==> src/rtl/load_sequencer.sv <==
// load_sequencer: multicycle controller that walks a RISC-V load across the
// shared 32-bit datapath bus. Memory drives the bus first (the sign extender
// captures it), then the sign extender drives it while the register file
// captures. Every bus-driver enable decodes from a single registered state,
// so at most one driver is active in any cycle.
module load_sequencer #(
  parameter int unsigned TIMEOUT_CYCLES = 16,
  parameter int unsigned CNT_W          = 8
) (
  input  logic       clk,
  input  logic       rst,
  input  logic       start,
  input  logic [2:0] funct3,
  input  logic       mem_ready,
  output logic       mem_rd,
  output logic       ext_wr,
  output logic [2:0] ext_op,
  output logic       ext_rd,
  output logic       reg_wr,
  output logic       busy,
  output logic       done,
  output logic       err
);

  typedef enum logic [1:0] {
    IDLE = 2'd0,
    MEM  = 2'd1,
    EXT  = 2'd2,
    ERR  = 2'd3
  } state_t;

  localparam bit TIMEOUT_EN = (TIMEOUT_CYCLES != 0);
  // Final counter value allowed without mem_ready; only meaningful when enabled.
  localparam logic [CNT_W-1:0] CNT_LAST =
    TIMEOUT_EN ? CNT_W'(TIMEOUT_CYCLES - 1) : '0;

  state_t           state, state_next;
  logic [CNT_W-1:0] cnt, cnt_next;
  logic [2:0]       op, op_next;

  function automatic logic legal_funct3(input logic [2:0] f);
    case (f)
      3'b000, 3'b001, 3'b010, 3'b100, 3'b101: legal_funct3 = 1'b1;
      default:                                legal_funct3 = 1'b0;
    endcase
  endfunction

  // State, wait counter and latched operation registers.
  always_ff @(posedge clk or posedge rst) begin
    if (rst) begin
      state <= IDLE;
      cnt   <= '0;
      op    <= '0;
    end else begin
      state <= state_next;
      cnt   <= cnt_next;
      op    <= op_next;
    end
  end

  // Next-state, counter and op-latch decisions.
  always_comb begin
    state_next = state;
    cnt_next   = cnt;
    op_next    = op;
    case (state)
      IDLE: begin
        if (start) begin
          if (legal_funct3(funct3)) begin
            op_next    = funct3;
            state_next = MEM;
          end else begin
            state_next = ERR;
          end
        end
      end
      MEM: begin
        // mem_ready in the last permitted cycle takes priority over timeout.
        if (mem_ready) begin
          state_next = EXT;
          cnt_next   = '0;
        end else begin
          cnt_next = cnt + 1'b1;
          if (TIMEOUT_EN && (cnt == CNT_LAST)) begin
            state_next = ERR;
          end
        end
      end
      EXT: begin
        state_next = IDLE;
      end
      ERR: begin
        state_next = IDLE;
        cnt_next   = '0;
      end
      default: begin
        state_next = IDLE;
      end
    endcase
  end

  // Output decode from registered state; ext_wr alone also looks at mem_ready.
  always_comb begin
    mem_rd = 1'b0;
    ext_wr = 1'b0;
    ext_rd = 1'b0;
    reg_wr = 1'b0;
    busy   = 1'b0;
    done   = 1'b0;
    err    = 1'b0;
    case (state)
      MEM: begin
        mem_rd = 1'b1;
        ext_wr = mem_ready;
        busy   = 1'b1;
      end
      EXT: begin
        ext_rd = 1'b1;
        reg_wr = 1'b1;
        done   = 1'b1;
        busy   = 1'b1;
      end
      ERR: begin
        err  = 1'b1;
        busy = 1'b1;
      end
      default: begin
        busy = 1'b0;
      end
    endcase
  end

  assign ext_op = op;

endmodule

==> config.mk <==
export PLATFORM = sky130hd
export DESIGN_NAME = load_sequencer
export DESIGN_NICKNAME = d
export VERILOG_FILES = /design/src/rtl/load_sequencer.sv
export SDC_FILE = /design/constraint.sdc
export NUM_CORES = 1
export LEC_CHECK = 0
export BUFFER_PORTS_ARGS = -buffer_cell sky130_fd_sc_hd__buf_2
export CORE_MARGIN = 5
export CORE_UTILIZATION = 50
export DETAILED_ROUTE_END_ITERATION = 8
export PLACE_DENSITY = 0.75
export SLEW_MARGIN = 15
export SYNTH_ARGS = -nofsm -noshare
export SYNTH_HDL_FRONTEND = slang
export SYNTH_SLANG_ARGS = --single-unit
==> constraint.sdc <==
create_clock -name clk -period 1.8 [get_ports clk]
set_input_delay 0.45 -clock clk [delete_from_list [all_inputs] [get_ports clk]]
set_output_delay 0.45 -clock clk [all_outputs]
set_load 0.03 [all_outputs]
**Word-level counts from Yosys, hierarchy flattened**

Cells that the tools add are included.

- Register bits: 13
- Output and inout bits: 10

- Add/sub/neg operators: 1
- Eq/ne operators: 10
- Mux-type cells: 15
- Reduce and logical (&&, ||, !) cells: 8

Operator list:

| kind | number |
|---|---|
| $pmux 8 s2 | 1 |
| $add 8x1->8 const B | 1 |
| $eq 8x4->1 const B | 1 |
| $mux 1 | 8 |
| $mux 2 | 4 |
| $mux 8 | 1 |
| $eq 3x3->1 const B | 2 |
| $pmux 2 s3 | 1 |
| $reduce_or 5->1 | 1 |
| $eq 2x2->1 const B | 2 |
| $eq 3x1->1 const B | 1 |
| $eq 3x2->1 const B | 1 |
| $logic_not 3->1 | 1 |
| $ne 3x3->1 const B | 1 |
| $reduce_and 3->1 | 1 |
| $reduce_or 3->1 | 1 |
| $eq 2x1->1 const B | 1 |
| $logic_not 2->1 | 1 |
| $ne 2x2->1 const B | 1 |
| $reduce_and 2->1 | 1 |
| $reduce_bool 2->1 | 1 |
| $reduce_or 2->1 | 1 |

**Logic depth before layout (Yosys ltp)**

- Word-level depth: 8
- Depth in mapped cells: 4
- Depth with buffers taken out: 4

**Worst setup path after synthesis**

Ideal clock, no wire load.

- Path type: flip-flop to output port
- Start point: reg state[0]
- End point: out ext_rd
- Data arrival time: 1.381 ns
- Data required time: 1.350 ns
- Setup slack: -0.031 ns
- Cell stages (with the launch flop): 4
- Path buffers: 2
- Cell sequence: dfrtp_1 > clkbuf_1 > nor2b_1 > buf_4

- Word-level cells in the longest chain between the ends: 2

RTL lines:

| element | line | RTL |
|---|---|---|
| from (decl) | 37 | `state_t state, state_next;` |
| from (signal assigned) | 55 | `state <= state_next;` |
| $eq 2x2->1 | -- |  |
| $mux 1 | -- |  |
| to (decl) | 18 | `output logic ext_rd,` |

Every way passes these cells.

**Worst setup path after layout**

- Start point: reg state[0]
- End point: out ext_wr

- Word-level cells in the longest chain between the ends: 2

RTL lines:

| element | line | RTL |
|---|---|---|
| $eq 2x1->1 | 111 | `case (state)` |
| $mux 1 | 111 |  |
| to (decl) | 16 | `output logic ext_wr,` |

Every way passes these cells.

==> impl_metrics.json <==
{
  "critPathSlowestCell": "dfrtp_1",
  "n_antenna_cell": 0,
  "final_antenna_net_count": 0,
  "grt_pass1_vias": 583,
  "yosysTopAreaCell": "dfrtp_1",
  "nets": 104,
  "start_util_pct": 52.9,
  "path_clk_slew_ns": 0.08,
  "dp_hpwl_mm": 1.13,
  "setup-tns-final_ns": 0,
  "crit_chain": "buf_6 -> nor2b_2 -> and2_1 -> buf_4",
  "critPathLaunchType": "flop",
  "crit_cells": 4,
  "antenna_found_initial": 0,
  "syn-cell-area_um2": 688,
  "cp-end-kind": "output port",
  "period_share_pct": 97.3,
  "grt_max_degree": 15,
  "ff2ff_setup_slack_ns": 0.10,
  "yosys-top-cells-count": "dfrtp_1, inv_1, nand2_1, nand3_1, o21ai_0",
  "gr-usage-all-layers_pct": 17.6,
  "async_flop_share_pct": 100,
  "numCtsBuffers": 3,
  "cts_tree": "built",
  "critical_path_arrival_ns": 1.30,
  "drcViolationCount": 0,
  "setup.worst_path.class": "flop to output port",
  "cts-root-buf": "clkbuf_4",
  "crit_fanout": 10,
  "grt_overflow": 0,
  "syn_nets": 79,
  "wl_per_cell_um": 15.0,
  "cap_violations": 0,
  "hold_viol": 0,
  "min_path_type": "input pin to asynchronous set/reset pin",
  "fin_crit_ns": 1.75,
  "area_growth_pct": 25.1,
  "holdWs_ns": 0.174,
  "cellPowerDensity_mw_per_mm2": 1620,
  "routabilityCongestion": 0.752,
  "synth.distinct_cells": 33,
  "htree_levels": 1,
  "relSlewSlack_pct": 65.9,
  "synth_seq_cells": 13,
  "synth_most_common_cell": "dfrtp_1",
  "syn-instance-count": 71,
  "drt_wl_total_mm": 1.65,
  "dr.pass1.iters": 4,
  "cts_sinks": 13,
  "die_w_um": 47.1,
  "reg2reg_depth": 3,
  "finalSetupViolations": 0,
  "slew_violations": 0,
  "drive_gt1_share_pct": 35.8,
  "leakagePower_uw": 0.000427,
  "crit_required_ns": 1.35,
  "clock_skew_ns": 0.00795,
  "synth_edf_count": 0,
  "fin_total_pwr_uw": 1400,
  "ir_worst_vdd_mv": 0.907,
  "r2r_end": "ext_op[0]",
  "io_buffers": 16,
  "rsz0062_at_grt": "no",
  "r2r-start": "state[1]",
  "die_h_um": 47.1,
  "yosysWarningCount": 0,
  "synth.area.top_cells": "dfrtp_1, inv_1, mux2_2",
  "max_freq_ghz": 0.571,
  "status": "finished clean",
  "grt_pass1_wl_mm": 2.64,
  "crit_buf_inv": 2,
  "row_count": 13,
  "dr.first_iter.drc_count": 17,
  "syn_avg_cell_area_um2": 9.69,
  "slowest_delay_ns": 0.41,
  "cp_top_family": "flip-flops",
  "clk_path_buf_depth": 2,
  "coreArea_mm2": 0.00130,
  "vias": 639,
  "pin_count": 17,
  "worstSkewPairLatency_ns": 0.29,
  "synth_flop_cell": "dfrtp_1",
  "dieArea_mm2": 0.00222,
  "yosysSeqAreaShare_pct": 47.3,
  "avgViaCountPerCell": 5.81,
  "synth_top_area_share_pct": 47.3,
  "worst_slew_pin_slew_ns": 0.511
}
==> what timing repair did <==
action | CTS | global route
hold buffers | 0 | 0
setup buffers | 0 | 4
resized for setup | 0 | 4
endpoints found under the setup margin | 0 | 3
==> kinds of logic after synthesis <==
logic type / share of synthesized area, %
fa+ha+maj: 1.82
mux: 4.73
simple gates: 23.5
flops: 47.3
buf+inv: 6.73
compound gates: 16.0
==> layout by cell type (no fill, tap or decap), types with 2 or more instances in the layout <==
cell type,n
buf_2,15
dfrtp_1,13
buf_4,8
inv_1,6
nand2_1,4
nand3_1,4
o21ai_0,4
a21oi_1,3
clkbuf_4,3
o31ai_1,2
nor3b_1,2
o211ai_1,2
or4_1,2
nand2b_1,2
and2_1,2
nor2b_2,2
or2_2,2
mux2_2,2
==> final cells by class <==
type	instances	area, µm²
Sequential cell	13	325
Clock buffer	4	26.3
Fill cell	117	440
Inverter	6	22.5
Timing Repair Buffer	24	146
Multi-Input combinational cell	48	322
Tap cell	15	18.8
==> how the worst max path moves through the flow <==
| stage | slack [ns] | end | startpoint |
|---|---|---|---|
| 2_1_floorplan | 0.07 | ext_wr | state[1] |
| 3_3_place_gp | 0.08 | ext_op[2] | start |
| 3_5_place_dp | 0.08 | ext_op[0] | start |
| 4_1_cts | 0.007 | ext_wr | state[0] |
| 5_1_grt | 0.00009 | ext_wr | state[0] |
| 6_report | 0.05 | ext_wr | state[0] |
==> state kept, by name, summed over array words and instances, names as in the netlist <==
register,count
cnt,8
state,2
ext_op,3
==> power breakdown <==
group	internal, µW	switching, µW	leakage, µW
sequential	379	87.1	0.000170
combinational	309	431	0.000242
clock	86.2	103	0.0000150
==> metrics by stage <==
step	utilization [%]	setup WS, ns	instance area [µm²]	std cells
after floorplan	-	0.0665	691	71
after global placement	61.2	0.0777	796	102
after detailed placement	61.2	0.0777	796	102
after CTS	63.2	0.00700	822	106
after global routing	66.2	0.0000888	861	110
final	66.2	0.0484	861	110
==> metal layers <==
layer  GRT usage, %  routed length, µm  vias up
li1               -                  -      302
met1           23.4                731      309
met2           25.7                767       22
met3           3.83                110        6
met4           11.0                 40        0
met5              0                  0        -
(Power assumes the default switching activity.)
